`src/rtl/fetch_pkg.sv`:
```
// Shared types and constants for the instruction fetch unit.
package fetch_pkg;

  localparam int unsigned XLEN = 32;

  localparam logic [XLEN-1:0] NOP_INSTR        = 32'h0000_0013;
  localparam logic [XLEN-1:0] DEFAULT_RESET_PC = 32'h0000_0000;

  typedef enum logic [2:0] {
    IDLE = 3'd0,
    REQ  = 3'd1,
    WAIT = 3'd2,
    HOLD = 3'd3,
    HALT = 3'd4
  } fetch_state_e;

  function automatic logic is_misaligned(input logic [XLEN-1:0] addr);
    return addr[1:0] != 2'b00;
  endfunction

endpackage

```
`src/rtl/fetch_unit_pc_reg.sv`:
```
// Program counter register with load enable and a sticky word-alignment error.
module pc_reg
  import fetch_pkg::*;
#(
  parameter logic [XLEN-1:0] RESET_PC = DEFAULT_RESET_PC
) (
  input  logic            clk,
  input  logic            rst_n,
  input  logic            load_i,
  input  logic [XLEN-1:0] pc_next_i,
  output logic [XLEN-1:0] pc_o,
  output logic            next_misaligned_o,
  output logic            misalign_err_o
);

  logic [XLEN-1:0] pc_q;
  logic            misalign_err_q;

  assign next_misaligned_o = is_misaligned(pc_next_i);

  // The misaligned value is still loaded so imem_addr shows what went wrong.
  always_ff @(posedge clk or negedge rst_n) begin
    if (!rst_n) begin
      pc_q           <= RESET_PC;
      misalign_err_q <= 1'b0;
    end else if (load_i) begin
      pc_q           <= pc_next_i;
      misalign_err_q <= misalign_err_q | next_misaligned_o;
    end
  end

  assign pc_o           = pc_q;
  assign misalign_err_o = misalign_err_q;

endmodule

```
`src/rtl/fetch_unit.sv`:
```
// Single-outstanding instruction fetch: request, wait for data, hold for decode.
module fetch_unit
  import fetch_pkg::*;
#(
  parameter logic [XLEN-1:0] RESET_PC = DEFAULT_RESET_PC
) (
  input  logic            clk,
  input  logic            rst_n,
  input  logic [XLEN-1:0] pc_next,
  input  logic            flush,
  input  logic            stall,
  output logic            imem_req_valid,
  input  logic            imem_req_ready,
  output logic [XLEN-1:0] imem_addr,
  input  logic            imem_rsp_valid,
  input  logic [XLEN-1:0] imem_rsp_data,
  output logic            instr_valid,
  output logic [XLEN-1:0] instr,
  output logic [XLEN-1:0] instr_pc,
  output logic [XLEN-1:0] pc_plus4,
  output logic            misalign_err
);

  fetch_state_e    state_q;
  logic            instr_valid_q;
  logic [XLEN-1:0] instr_q;
  logic [XLEN-1:0] instr_pc_q;
  logic            drop_q;

  logic [XLEN-1:0] pc;
  logic            pc_load;
  logic            next_bad;
  logic            flush_active;
  logic            accept;

  assign flush_active = flush && (state_q == REQ || state_q == WAIT || state_q == HOLD);
  assign accept       = (state_q == HOLD) && instr_valid_q && !stall;
  assign pc_load      = flush_active || accept;

  pc_reg #(
    .RESET_PC (RESET_PC)
  ) u_pc_reg (
    .clk               (clk),
    .rst_n             (rst_n),
    .load_i            (pc_load),
    .pc_next_i         (pc_next),
    .pc_o              (pc),
    .next_misaligned_o (next_bad),
    .misalign_err_o    (misalign_err)
  );

  always_ff @(posedge clk or negedge rst_n) begin
    if (!rst_n) begin
      state_q       <= IDLE;
      instr_valid_q <= 1'b0;
      instr_q       <= NOP_INSTR;
      instr_pc_q    <= '0;
      drop_q        <= 1'b0;
    end else begin
      case (state_q)
        IDLE: state_q <= REQ;

        REQ: begin
          if (flush) begin
            state_q <= next_bad ? HALT : REQ;
          end else if (imem_req_ready) begin
            state_q <= WAIT;
          end
        end

        WAIT: begin
          if (flush) begin
            // A response arriving with the flush is the one being cancelled;
            // otherwise the next one still owes us a pulse and must be dropped.
            drop_q  <= !imem_rsp_valid && !next_bad;
            state_q <= next_bad ? HALT : (imem_rsp_valid ? REQ : WAIT);
          end else if (imem_rsp_valid) begin
            if (drop_q) begin
              drop_q  <= 1'b0;
              state_q <= REQ;
            end else begin
              instr_q       <= imem_rsp_data;
              instr_pc_q    <= pc;
              instr_valid_q <= 1'b1;
              state_q       <= HOLD;
            end
          end
        end

        HOLD: begin
          if (flush || !stall) begin
            instr_valid_q <= 1'b0;
            state_q       <= next_bad ? HALT : REQ;
          end
        end

        HALT: state_q <= HALT;

        default: state_q <= IDLE;
      endcase
    end
  end

  assign imem_req_valid = (state_q == REQ);
  assign imem_addr      = pc;
  assign instr_valid    = instr_valid_q;
  assign instr          = instr_q;
  assign instr_pc       = instr_pc_q;
  assign pc_plus4       = pc + 32'd4;

endmodule

```
`config.mk`:
```
export PLATFORM = sky130hd
export DESIGN_NAME = fetch_unit
export DESIGN_NICKNAME = d
export VERILOG_FILES = /design/src/rtl/fetch_pkg.sv /design/src/rtl/fetch_unit_pc_reg.sv /design/src/rtl/fetch_unit.sv
export SDC_FILE = /design/constraint.sdc
export NUM_CORES = 1
export LEC_CHECK = 0
export CORE_MARGIN = 2
export CORE_UTILIZATION = 62
export CTS_BUF_LIST = sky130_fd_sc_hd__clkbuf_8
export DETAILED_ROUTE_END_ITERATION = 10
export DONT_BUFFER_PORTS = 1
export PLACE_DENSITY = 0.78
export SYNTH_ARGS = -nofsm -noshare
export SYNTH_HDL_FRONTEND = slang
export SYNTH_HIERARCHICAL = 1
export SYNTH_SLANG_ARGS = --single-unit
```
`constraint.sdc`:
```
create_clock -name clk -period 5.5 [get_ports clk]
set_input_delay 0.55 -clock clk [delete_from_list [all_inputs] [get_ports clk]]
set_output_delay 0.55 -clock clk [all_outputs]
set_load 0.05 [all_outputs]
```
==> impl_metrics.yaml, run 1 <==
logic_synthesis:
  synth_top_cell_by_area: "dfrtp_1"
  synth.top_cell.area_share_pct: 52.5
  synth-compound-area-share_pct: 2.38
  async_flop_share_pct: 100
  yosysSeqAreaShare_pct: 54.1
  synth_ff_type: "dfrtp_1"
  syn_area_um2: 4720
  yosysWarnings: 6
  synth.most_common_cell: "dfrtp_1"
  synth_nets: 412
  synth_edf_count: 0
  yosys-top-cells-area: "dfrtp_1 52%, mux2_2 16%, mux2_4 9.2%"
  synth_seq_cells: 102
  synthXorXnorAreaFrac_pct: 5.19
  yosys.area_share.simple_pct: 9.09
  netlist_instances: 341
  synth.mux.area_fraction_pct: 25.4
  ys_top_cells_by_count: "99 x dfrtp_1, 67 x mux2_2, 29 x mux2_4"
  synth_area_per_cell_um2: 13.9
  synth_top_family_by_area: "multiplexers"
  synth_cell_types: 39
  synth_fa_ha_area_share_pct: 0.265
detailed_routing:
  wl_met1_mm: 4.06
  dr_wl_met3_um: 864
  ant_nets: 0
  top_layer_used: "met5"
  drt_iter0_markers: 63
  drc: 0
  first_pass_iters: 4
  routed_wl_mm: 10.2
  wl_per_cell_um: 23.1
  vias: 2756
  met2_length_mm: 5.09
  viasPerCell: 6.25
global_route:
  antenna_found_initial: 1
  grt_usage_pct: 24.7
  grt_max_degree: 100
  grt-ovfl-total: 0
  grt_pass1_vias: 2760
  grt_pass1_wl_mm: 15.7
clocking:
  clkTransAtPathRegs_ns: 0.10
  clk_latency_ns: 0.36
  cts_max_level: 3
  cts.sinks: 102
  cts-root-buf: "clkbuf_8"
  cts_resized: 0
  cts_tree: "yes"
  numCtsBuffers: 9
  clock_path_buffers: 2
  cts.hold.buffers_added: 1
  post-cts-setup-buffer-count: 0
sta:
  max_freq_ghz: 0.262
  slew_viol_final: 0
  setup_violations: 0
  timing.final.ws_setup_ns: 1.69
  min_period_ns: 3.81
  setup_tns_ns: 0
  fin_crit_sh_pct: 69.3
  tightest_slew_ns: 1.25
  skew_ns: 0.0124
  slew_headroom_pct: 15.9
  rsz0062_at_grt: "false"
  finalHoldViolCount: 0
min_path:
  min_path_type: "input port to asynchronous set/reset pin"
die:
  core_um2: 7330
  start_util_pct: 64.4
  num_rows: 31
  die_area_um2: 8330
  io_pins: 201
  fp.dieH_um: 91.3
  die_w_um: 91.3
setup_path:
  critical_path_class: "register to output port"
  worst-path-max-fanout: 8
  critical_path_arrival_ns: 3.26
  required_ns: 4.95
  reg2reg_from: "instr_valid"
  start_kind: "register"
  crit_start: "u_pc_reg/pc_o[10]"
  cp-end-kind: "output port"
  rrSetupSlack_ns: 2.94
  reg2reg_depth: 5
placed_design:
  gp_congestion: 0.843
  io_buffer_count: 0
  pre_cts_slack_ns: 2.09
  dp.final_hpwl_mm: 7.25
run_status:
  outcome: "complete, no violations"
layout:
  n_antenna_cell: 0
  layout.nets: 408
  drive_gt1_share_pct: 38.3
  area_growth_pct: 5.35
run:
  maxCapViolations: 0
[critical path, stage by stage (launching register included)]
cell and delay (ns):
dfrtp_1 0.79, nand4_2 0.23, or4_4 0.68, nor4_2 0.33, xor2_1 0.87
[flip-flops by register name, indices dropped and copies added, names as in the netlist]
name / flops
u_pc_reg/misalign_err_o: 1
instr_valid: 1
instr_pc: 32
state_q: 3
u_pc_reg/pc_o: 32
instr: 32
drop_q: 1
[metrics by stage]
step,util [%],hold WS (ns),area (um2),instances
after floorplan,-,0.254,4720,341
after global placement,64.6,0.256,4730,423
after detailed placement,64.6,0.256,4730,423
after CTS,67.7,0.00226,4970,440
after global routing,67.9,0.000245,4980,441
final,67.9,0.0195,4980,441
[logic make-up (layout without fill, tap and decap cells)]
group           after synthesis  after routing
compound gates               18             18
xor+xnor                     28             28
fa+ha+maj                     1              1
buf+inv                      23             24
flops                       102            102
mux                          97             97
simple gates                 72             72
[cell type report]
| class | count | area (um2) |
|---|---|---|
| repair buffers | 4 | 52.6 |
| flip-flops and latches | 102 | 2560 |
| clock inverters | 6 | 67.6 |
| inverters | 4 | 15.0 |
| clock buffers | 10 | 138 |
| multi-input cells | 216 | 2020 |
| well taps | 99 | 124 |
| fillers | 503 | 2350 |
[per-layer routing]
layer  GRT usage (%)  vias up
met2            39.6      133
met5               0        -
met4            8.96        2
li1                -     1210
met3            8.96       15
met1            31.0     1396
[cells in the final DEF, fill, tap and decap left out, types with 3 or more instances in the layout]
| cell | count |
|---|---|
| dfrtp_1 | 99 |
| mux2_2 | 67 |
| mux2_4 | 29 |
| nand2_1 | 17 |
| xnor2_1 | 15 |
| xor2_1 | 13 |
| nor2_1 | 10 |
| clkbuf_8 | 10 |
| nand3_1 | 9 |
| nand4_1 | 8 |
| o21ai_0 | 8 |
| and3_1 | 6 |
| nor4_2 | 5 |
| nor3_1 | 5 |
| inv_1 | 4 |
| a21oi_1 | 3 |
| dfstp_2 | 3 |
[path summary, 6_finish.rpt]
| check | endpoint |
|---|---|
| setup reg to reg | u_pc_reg/pc_o[29] |
| min in group clk | drop_q |
| max in group asynchronous | instr[1] |
| hold reg to reg | drop_q |
| setup / recovery | pc_plus4[29] |
| hold / removal | instr[0] |
Power of run 1 is not shown: default switching activity piles up to over one toggle a cycle in this logic, so the estimate is an artifact.
==> run 2, diff against run 1 <==
Settings changed: CORE_UTILIZATION 62 to 59.
Clock period 5.5 ns to 3.3 ns, I/O delays scaled along.
==> run 2 against run 1 <==
Net effect:
- worst setup slack lost 1.3 ns
- flip-flop and latch count stayed put
- die area increased by 4.9%
- largest cell class unchanged
==> impl_metrics.yaml, run 2 (synthesis results as in run 1) <==
min_path:
  holdPathEnd: "drop_q"
  min_path_type: "input port to register"
  hold_start: "imem_rsp_valid"
  worstHoldPathCells: 1
setup_path:
  reg2reg_to: "u_pc_reg/pc_o[30]"
  worst-path-max-fanout: 8
  rrSetupSlack_ns: 1.07
  required_ns: 2.97
  reg2reg_depth: 5
  critical_path_arrival_ns: 2.62
  critical_path_class: "register to output port"
  cpPeakStageDelay_ns: 0.76
  cp-end-kind: "output port"
  reg2reg_from: "instr_valid"
  cp_slowest_cell: "dfrtp_1"
  start_kind: "register"
  cp_cell_sequence: "ha_1 -> nand3_1 -> nor2_1 -> and3_2 -> xor2_1 -> buf_4"
die:
  die_w_um: 93.5
  num_rows: 32
  io_pins: 201
  start_util_pct: 61.1
  fp.dieH_um: 93.5
  die_area_um2: 8740
  core_um2: 7730
detailed_routing:
  ant_nets: 0
  drt_iter0_markers: 137
  viasPerCell: 5.94
  first_pass_iters: 4
  drc: 0
  wl_per_cell_um: 21.0
  vias: 2906
  routed_wl_mm: 10.3
layout:
  seqCellArea_um2: 2560
  area_growth_pct: 12.6
  fin_area_um2: 5320
  final_cell_mix: "99 x dfrtp_1, 67 x mux2_2, 46 x buf_4"
  layout.nets: 453
  final_core_util_pct: 68.8
  final_common_cell: "dfrtp_1"
  drive_gt1_share_pct: 45.7
  fillers: 565
  multi_input_area_um2: 2030
  n_antenna_cell: 0
sta:
  tightest_slew_ns: 0.950
  slew_headroom_pct: 36.7
  fin_crit_sh_pct: 89.5
  setup_violations: 0
  timing.final.ws_setup_ns: 0.346
  slew_viol_final: 0
  skew_ns: 0.0113
  finalHoldViolCount: 0
  setup_tns_ns: 0
  max_freq_ghz: 0.339
  min_period_ns: 2.95
  rsz0062_at_grt: "false"
clocking:
  cts_tree: "yes"
  clkTransAtPathRegs_ns: 0.11
  post-cts-setup-buffer-count: 0
  clock_path_buffers: 2
  cts.sinks: 102
  cts_max_level: 3
  numCtsBuffers: 9
  clk_latency_ns: 0.35
  cts-root-buf: "clkbuf_8"
run:
  maxCapViolations: 0
global_route:
  antenna_found_initial: 0
  grt_pass1_vias: 3062
  grt_usage_pct: 23.6
  grt_pass1_wl_mm: 15.8
  grt_max_degree: 103
  grt-ovfl-total: 0
placed_design:
  gp_congestion: 0.783
  pre_cts_slack_ns: 0.552
  io_buffer_count: 0
  dp.final_hpwl_mm: 7.47
  dpl-instance-area_um2: 5090
run_status:
  outcome: "complete, no violations"
[run 2: cell count changes in the layout (fill, tap and decap cells not counted), sizes merged]
cell	change
buf	+45
bufinv	-1
clkinv	+2
clkinvlp	-2
inv	+1
[run 2: area by class of cell]
type | count | share of cell area [%]
timing repair buffer | 49 | 7.57
clock inverter | 6 | 0.964
multi-input combinational | 216 | 38.1
tap | 102 | 2.40
clock buffer | 10 | 2.59
inverter | 4 | 0.282
sequential | 102 | 48.1
[run 2: how the worst max path moves through the flow]
stage	cells after the start	to	slack, ns	start
after floorplan	5	pc_plus4[27]	0.29	u_pc_reg/pc_o[11]
after global placement	6	pc_plus4[18]	0.64	u_pc_reg/pc_o[2]
after detailed placement	6	pc_plus4[18]	0.55	u_pc_reg/pc_o[2]
after CTS	6	pc_plus4[18]	0.14	u_pc_reg/pc_o[2]
after global routing	6	pc_plus4[16]	0.18	u_pc_reg/pc_o[2]
final	6	pc_plus4[12]	0.35	u_pc_reg/pc_o[2]
[run 2: repair_timing]
item | in CTS | in global routing
hold buffers | 2 | 0
setup endpoints to repair | 0 | 2
endpoints found under the hold margin | 102 | 0
resized for setup | 0 | 1
[run 2: through the flow]
step	std cells	hold WS [ns]
global placement	471	0.0366
detailed placement	471	0.0366
CTS	489	0.0717
floorplan	341	0.0344
finish	489	0.0811
global route	489	0.0760
[run 2: layer usage]
layer	up-vias	wire length (um)	track usage (%)
met5	-	0	0
met1	1459	3750	27.3
met3	13	1140	9.11
met2	149	5240	40.5
met4	0	160	7.23
li1	1285	-	-
[run 2: worst max-delay path: cells and delay by family (launching register included)]
kind | cells | cell delay [ns]
buffers and inverters | 1 | 0.21
XOR/XNOR | 1 | 0.14
AND/OR/NAND/NOR | 3 | 0.84
adder cells (fa/ha/maj) | 1 | 0.31
flip-flops | 1 | 0.76
Power of run 2 is left out for the same reason.
